[config.mk]
export PLATFORM = sky130hd
export DESIGN_NAME = writeback_stage
export DESIGN_NICKNAME = d
export VERILOG_FILES = /design/src/rtl/writeback_stage.sv
export SDC_FILE = /design/constraint.sdc
export NUM_CORES = 1
export LEC_CHECK = 0
export ABC_AREA = 1
export CORE_MARGIN = 3
export CORE_UTILIZATION = 44
export CTS_CLUSTER_SIZE = 28
export DETAILED_ROUTE_END_ITERATION = 12
export MAX_ROUTING_LAYER = met4
export PLACE_DENSITY = 0.82
export SKIP_CTS_REPAIR_TIMING = 1
export SLEW_MARGIN = 20
export SYNTH_ARGS = -nofsm -noshare
export SYNTH_HDL_FRONTEND = slang
export SYNTH_SLANG_ARGS = --single-unit
[constraint.sdc]
create_clock -name clk -period 2 [get_ports clk]
set_clock_uncertainty 0.15 [all_clocks]
set_input_delay 0.6 -clock clk [delete_from_list [all_inputs] [get_ports clk]]
set_output_delay 0.6 -clock clk [all_outputs]
set_load 0.02 [all_outputs]
[src/rtl/writeback_stage.sv]
// Registered writeback stage: selects ALU / PC+4 / load data, extracts and extends
// sub-word loads, stalls while a load waits for its memory acknowledge.
module writeback_stage #(
  parameter int XLEN   = 32,
  parameter int REG_AW = 5,
  parameter int OFF_W  = $clog2(XLEN/8)
) (
  input  logic              clk,
  input  logic              nrst,
  input  logic              valid_in,
  output logic              ready_out,
  input  logic [XLEN-1:0]   alu_value,
  input  logic [XLEN-1:0]   pc_4_value,
  input  logic [REG_AW-1:0] rd_addr,
  input  logic              reg_write,
  input  logic              mem_to_reg,
  input  logic              read_pc_4,
  input  logic [1:0]        load_size,
  input  logic              load_unsigned,
  input  logic [OFF_W-1:0]  byte_offset,
  input  logic              mem_ack,
  input  logic [XLEN-1:0]   mem_data,
  output logic              rf_we,
  output logic [REG_AW-1:0] rf_waddr,
  output logic [XLEN-1:0]   rf_wdata,
  output logic              load_err
);

  typedef enum logic {IDLE, WAIT_MEM} state_t;

  state_t              state;
  logic [REG_AW-1:0]   pend_rd;
  logic                pend_we;
  logic [1:0]          pend_size;
  logic                pend_uns;
  logic [OFF_W-1:0]    pend_off;

  logic                accept;
  logic                is_load;

  assign ready_out = (state == IDLE);
  assign accept    = valid_in & ready_out;
  assign is_load   = mem_to_reg & ~read_pc_4;

  // While waiting, the load is described by the captured fields, not the live inputs.
  logic [1:0]          ld_size;
  logic                ld_uns;
  logic [OFF_W-1:0]    ld_off;

  always_comb begin
    ld_size = load_size;
    ld_uns  = load_unsigned;
    ld_off  = byte_offset;
    if (state == WAIT_MEM) begin
      ld_size = pend_size;
      ld_uns  = pend_uns;
      ld_off  = pend_off;
    end
  end

  // Clearing low offset bits gives the containing half/word; shifting by it puts the field at bit 0.
  logic [OFF_W-1:0]    half_off;
  logic [OFF_W-1:0]    word_off;
  logic [XLEN-1:0]     sh_byte;
  logic [XLEN-1:0]     sh_half;
  logic [XLEN-1:0]     sh_word;
  logic [XLEN-1:0]     load_value;
  logic                load_bad;
  logic                sign;

  always_comb begin
    half_off   = ld_off & ~OFF_W'(1);
    word_off   = ld_off & ~OFF_W'(3);
    sh_byte    = mem_data >> {ld_off, 3'b000};
    sh_half    = mem_data >> {half_off, 3'b000};
    sh_word    = mem_data >> {word_off, 3'b000};
    load_value = '0;
    load_bad   = 1'b0;
    sign       = 1'b0;
    case (ld_size)
      2'b00: begin
        sign             = ~ld_uns & sh_byte[7];
        load_value       = {XLEN{sign}};
        load_value[7:0]  = sh_byte[7:0];
      end
      2'b01: begin
        sign             = ~ld_uns & sh_half[15];
        load_value       = {XLEN{sign}};
        load_value[15:0] = sh_half[15:0];
        load_bad         = ld_off[0];
      end
      2'b10: begin
        sign             = ~ld_uns & sh_word[31];
        load_value       = {XLEN{sign}};
        load_value[31:0] = sh_word[31:0];
        load_bad         = |ld_off[1:0];
      end
      default: begin
        load_bad         = 1'b1;
      end
    endcase
  end

  // One retirement per cycle at most: an accepted non-load, a load acked on accept, or a pending load's ack.
  logic                done;
  logic [REG_AW-1:0]   done_rd;
  logic                done_wr;
  logic [XLEN-1:0]     done_data;
  logic                done_err;

  always_comb begin
    done      = 1'b0;
    done_rd   = rd_addr;
    done_wr   = reg_write;
    done_data = read_pc_4 ? pc_4_value : alu_value;
    done_err  = 1'b0;
    if (state == WAIT_MEM) begin
      done      = mem_ack;
      done_rd   = pend_rd;
      done_wr   = pend_we;
      done_data = load_value;
      done_err  = load_bad;
    end else if (accept) begin
      if (is_load) begin
        done      = mem_ack;
        done_data = load_value;
        done_err  = load_bad;
      end else begin
        done      = 1'b1;
      end
    end
  end

  always_ff @(posedge clk or negedge nrst) begin
    if (!nrst) begin
      state     <= IDLE;
      pend_rd   <= '0;
      pend_we   <= 1'b0;
      pend_size <= 2'b00;
      pend_uns  <= 1'b0;
      pend_off  <= '0;
      rf_we     <= 1'b0;
      rf_waddr  <= '0;
      rf_wdata  <= '0;
      load_err  <= 1'b0;
    end else begin
      rf_we    <= 1'b0;
      load_err <= 1'b0;
      case (state)
        IDLE: begin
          if (accept && is_load && !mem_ack) begin
            state     <= WAIT_MEM;
            pend_rd   <= rd_addr;
            pend_we   <= reg_write;
            pend_size <= load_size;
            pend_uns  <= load_unsigned;
            pend_off  <= byte_offset;
          end
        end
        WAIT_MEM: begin
          if (mem_ack) state <= IDLE;
        end
        default: state <= IDLE;
      endcase
      if (done) begin
        rf_waddr <= done_rd;
        rf_wdata <= done_data;
        rf_we    <= done_wr & (|done_rd) & ~done_err;
        load_err <= done_err;
      end
    end
  end

endmodule
==> flow_summary_export.csv <==
group,metric,value,unit
job,max_cap_viol_count,0,
clocking,cts_tree,"done",
power,p_leak,3.42,nW
floorplan,floorplan.rows,32,
clocking,tritoncts_num_sinks,51,
layout,syn2layout_area_growth,63.9,%
setup_path,worstPathArrival,2.05,ns
sta,highest_clock_rate,0.508,GHz
floorplan,initial_utilization,46.9,%
global_route,grt_start_max_net_pins,52,
global_route,grt_pass1_vias,4280,
routing,drt.antenna.violating_nets,0,
status,outcome,"completed",
sta,worst_pin_slew,0.397,ns
setup_path,critPathRequiredTime,2.08,ns
sta,final_critical_path_setup_slack,0.0300,ns
layout,insertedDiodeCount,0,
sta,fin_setup_tns,0,ns
global_route,grtUsageTotal,26.7,%
setup_path,crit_cells,8,
global_route,grt_first_pass_wirelength,20500,um
synth,syn_area_per_cell,6.68,um2
setup_path,timing.rr.start,"state",
clocking,cts-root-to-sink-buffers,2,
synth,synth_area,3740,um2
synth,synth_cell_types,33,
power,peakVddDrop,0.466,mV
setup_path,worst_path_dominant_cell_family,"buffers and inverters",
power,power_density,620,nW/um2
floorplan,number_of_top_level_pins,153,
sta,timing_hold_violations_final,0,
routing,wl_per_cell,16.6,um
sta,rsz_0062_raised_after_global_routing,"true",
placed_design,dp.cells,821,
routing,route.final.wire_length,14000,um
clocking,cts-htree-levels,2,
placed_design,place_congestion,0.925,
setup_path,worst-setup-path-type,"in2reg",
synth,synth-warning-count,0,
placed_design,port_buffers,152,
synth,flip_flop_and_latch_count_after_synthesis,51,
floorplan,chipHeight,98.2,um
global_route,grt_antenna_before_repair,0,
floorplan,core,7970,um2
synth,synthesis.instances,560,
global_route,global_route.overflow_total,0,
setup_path,cp-startpoint,"mem_data[31]",
synth,post_synth_main_area_contributors,"sky130_fd_sc_hd__dfrtp_1 (34%), sky130_fd_sc_hd__nand2_1 (20%), sky130_fd_sc_hd__o21ai_0 (6.2%)",
clocking,cts_made_buffers,5,
routing,post-route-drc-count,0,
sta,report.final.setup_viol,0,
setup_path,cpMaxStageDelayCell,"sky130_fd_sc_hd__clkdlybuf4s50_1",
sta,final.min_clock_period,1.97,ns
setup_path,crit_path_end_kind,"register",
sta,max-slew-margin-rel,73.3,%
sta,worst_hold_margin,0.0952,ns
layout,final_layout_size_suffix_gt1_share,15.0,%
layout,nets,852,
routing,vias_post_dr,4551,
synth,yosys.area.top_type_share,34.1,%
placed_design,place_ws,-0.388,ns
layout,layoutNonFillerInstCount,842,
layout,final_cell_mix,"sky130_fd_sc_hd__nand2_1 (193), sky130_fd_sc_hd__clkdlybuf4s50_1 (105), sky130_fd_sc_hd__inv_1 (56), sky130_fd_sc_hd__dfrtp_1 (50), sky130_fd_sc_hd__nor2_1 (48)",
setup_path,nature_of_the_critical_path_startpoint,"primary input",
clocking,cts-root-buf,"sky130_fd_sc_hd__clkbuf_8",
sta,slew_viol_final,0,
floorplan,die_area,9640,um2
setup_path,r2r_cells,11,
setup_path,timing.critical_path.buf_inv,2,
clocking,clk-insertion-delay-late,0.31,ns
placed_design,dp.final_hpwl,9900,um
layout,final_common_cell,"sky130_fd_sc_hd__nand2_1",
synth,synth.yosys.seq_area_share,34.1,%
setup_path,crit_path_max_fanout,6,
sta,finalCritPeriodShare,98.5,%
routing,drt-vias-per-instance,5.40,
synth,syn_nets,673,
clocking,clk_transition_reported_paths,0.11,ns
routing,drtIter0Drc,502,
synth,synthDominantAreaCellType,"sky130_fd_sc_hd__dfrtp_1",
setup_path,max_stage_delay,0.56,ns
setup_path,cell_with_the_most_instances_on_the_worst_path,"sky130_fd_sc_hd__nand2_1",
floorplan,chipWidth,98.2,um
routing,drt_pre_antenna_iters,5,
worst_hold_path,hold_class,"in2async",
setup_path,timing.critical_path.cells,"clkdlybuf4s50_1, nand2_1, nand3_4, nand4_4, clkbuf_16, nand2_1, nand2_1, a21oi_1",
cell usage after synthesis:
master	number
sky130_fd_sc_hd__inv_2	4
sky130_fd_sc_hd__nand4_4	1
sky130_fd_sc_hd__nand2_1	204
sky130_fd_sc_hd__nand3b_1	3
sky130_fd_sc_hd__clkbuf_1	12
sky130_fd_sc_hd__o21ai_2	1
sky130_fd_sc_hd__nor2_4	2
sky130_fd_sc_hd__dfrtp_1	51
sky130_fd_sc_hd__nor2_8	1
sky130_fd_sc_hd__inv_6	1
sky130_fd_sc_hd__nor3_2	1
sky130_fd_sc_hd__nand3_2	2
sky130_fd_sc_hd__nor4_1	1
sky130_fd_sc_hd__inv_1	59
sky130_fd_sc_hd__buf_6	6
sky130_fd_sc_hd__a21oi_4	1
sky130_fd_sc_hd__buf_2	8
sky130_fd_sc_hd__nand2_4	5
sky130_fd_sc_hd__nand2_2	4
sky130_fd_sc_hd__or4_4	1
sky130_fd_sc_hd__o211ai_1	1
sky130_fd_sc_hd__a22oi_1	3
sky130_fd_sc_hd__mux2i_1	20
sky130_fd_sc_hd__a21oi_2	4
sky130_fd_sc_hd__nand3_4	1
sky130_fd_sc_hd__o21ai_4	1
sky130_fd_sc_hd__nor2_1	48
sky130_fd_sc_hd__o21ai_1	17
sky130_fd_sc_hd__buf_4	3
sky130_fd_sc_hd__o21ai_0	46
sky130_fd_sc_hd__a21oi_1	30
sky130_fd_sc_hd__inv_4	1
sky130_fd_sc_hd__nand3_1	17
final cells by class:
| cell class | instances | area (um2) |
|---|---|---|
| clock buffers | 5 | 68.8 |
| clock inverters | 3 | 46.3 |
| fillers | 552 | 1840 |
| inverters | 65 | 264 |
| multi-input cells | 416 | 2150 |
| flip-flops and latches | 51 | 1280 |
| well taps | 102 | 128 |
| repair buffers | 200 | 2190 |
state kept, by name, indices dropped and copies added, names as in the netlist:
register	count
state	1
rf_we	1
rf_waddr	5
pend_uns	1
pend_size	2
load_err	1
pend_off	2
pend_we	1
pend_rd	5
rf_wdata	32
report_power, final:
group	leakage, nW	internal (W)	total, W	switching (W)
Sequential	0.610	0.00122	0.00133	0.000108
Combinational	2.76	0.000809	0.00171	0.000899
Clock	0.0548	0.000378	0.000763	0.000386
Total	3.42	0.00241	0.00380	0.00139
final timing paths:
check / to / slack, ns
worst max register to register: rf_wdata[27] / 0.06
worst max-delay path: rf_wdata[11] / 0.03
worst min-delay path: pend_rd[2] / 0.1
max in group asynchronous: rf_wdata[1] / 1.34
min in group clk: rf_wdata[12] / 0.34
worst min register to register: rf_wdata[12] / 0.34
logic make-up after synthesis:
| kind of cell | count (synthesis) | share of synthesized area (%) |
|---|---|---|
| AO/OA/AOI/OAI | 104 | 15.3 |
| buffers and inverters | 94 | 11.4 |
| flip-flops | 51 | 34.1 |
| multiplexers | 20 | 5.35 |
| AND/OR/NAND/NOR | 291 | 33.8 |
layer usage:
layer  GRT usage [%]  share of wire (%)  vias to the layer above
met5               -                  0                        -
met4            10.9                5.0                        0
met3            4.21                8.8                       68
met2            44.4                 49                      286
met1            32.4                 38                     2075
li1                -                  -                     2122
stage by stage:
step | cell area [um2] | power, W | utilization (%)
3_3_place_gp | 5560 | 0.00289 | 69.8
5_1_grt | 6130 | 0.00401 | 76.9
2_1_floorplan | 3740 | 0.00213 | -
6_report | 6130 | 0.00380 | 76.9
3_5_place_dp | 5560 | 0.00294 | 69.8
4_1_cts | 5680 | 0.00369 | 71.3
Note: power is estimated with default switching activity, not from simulation.
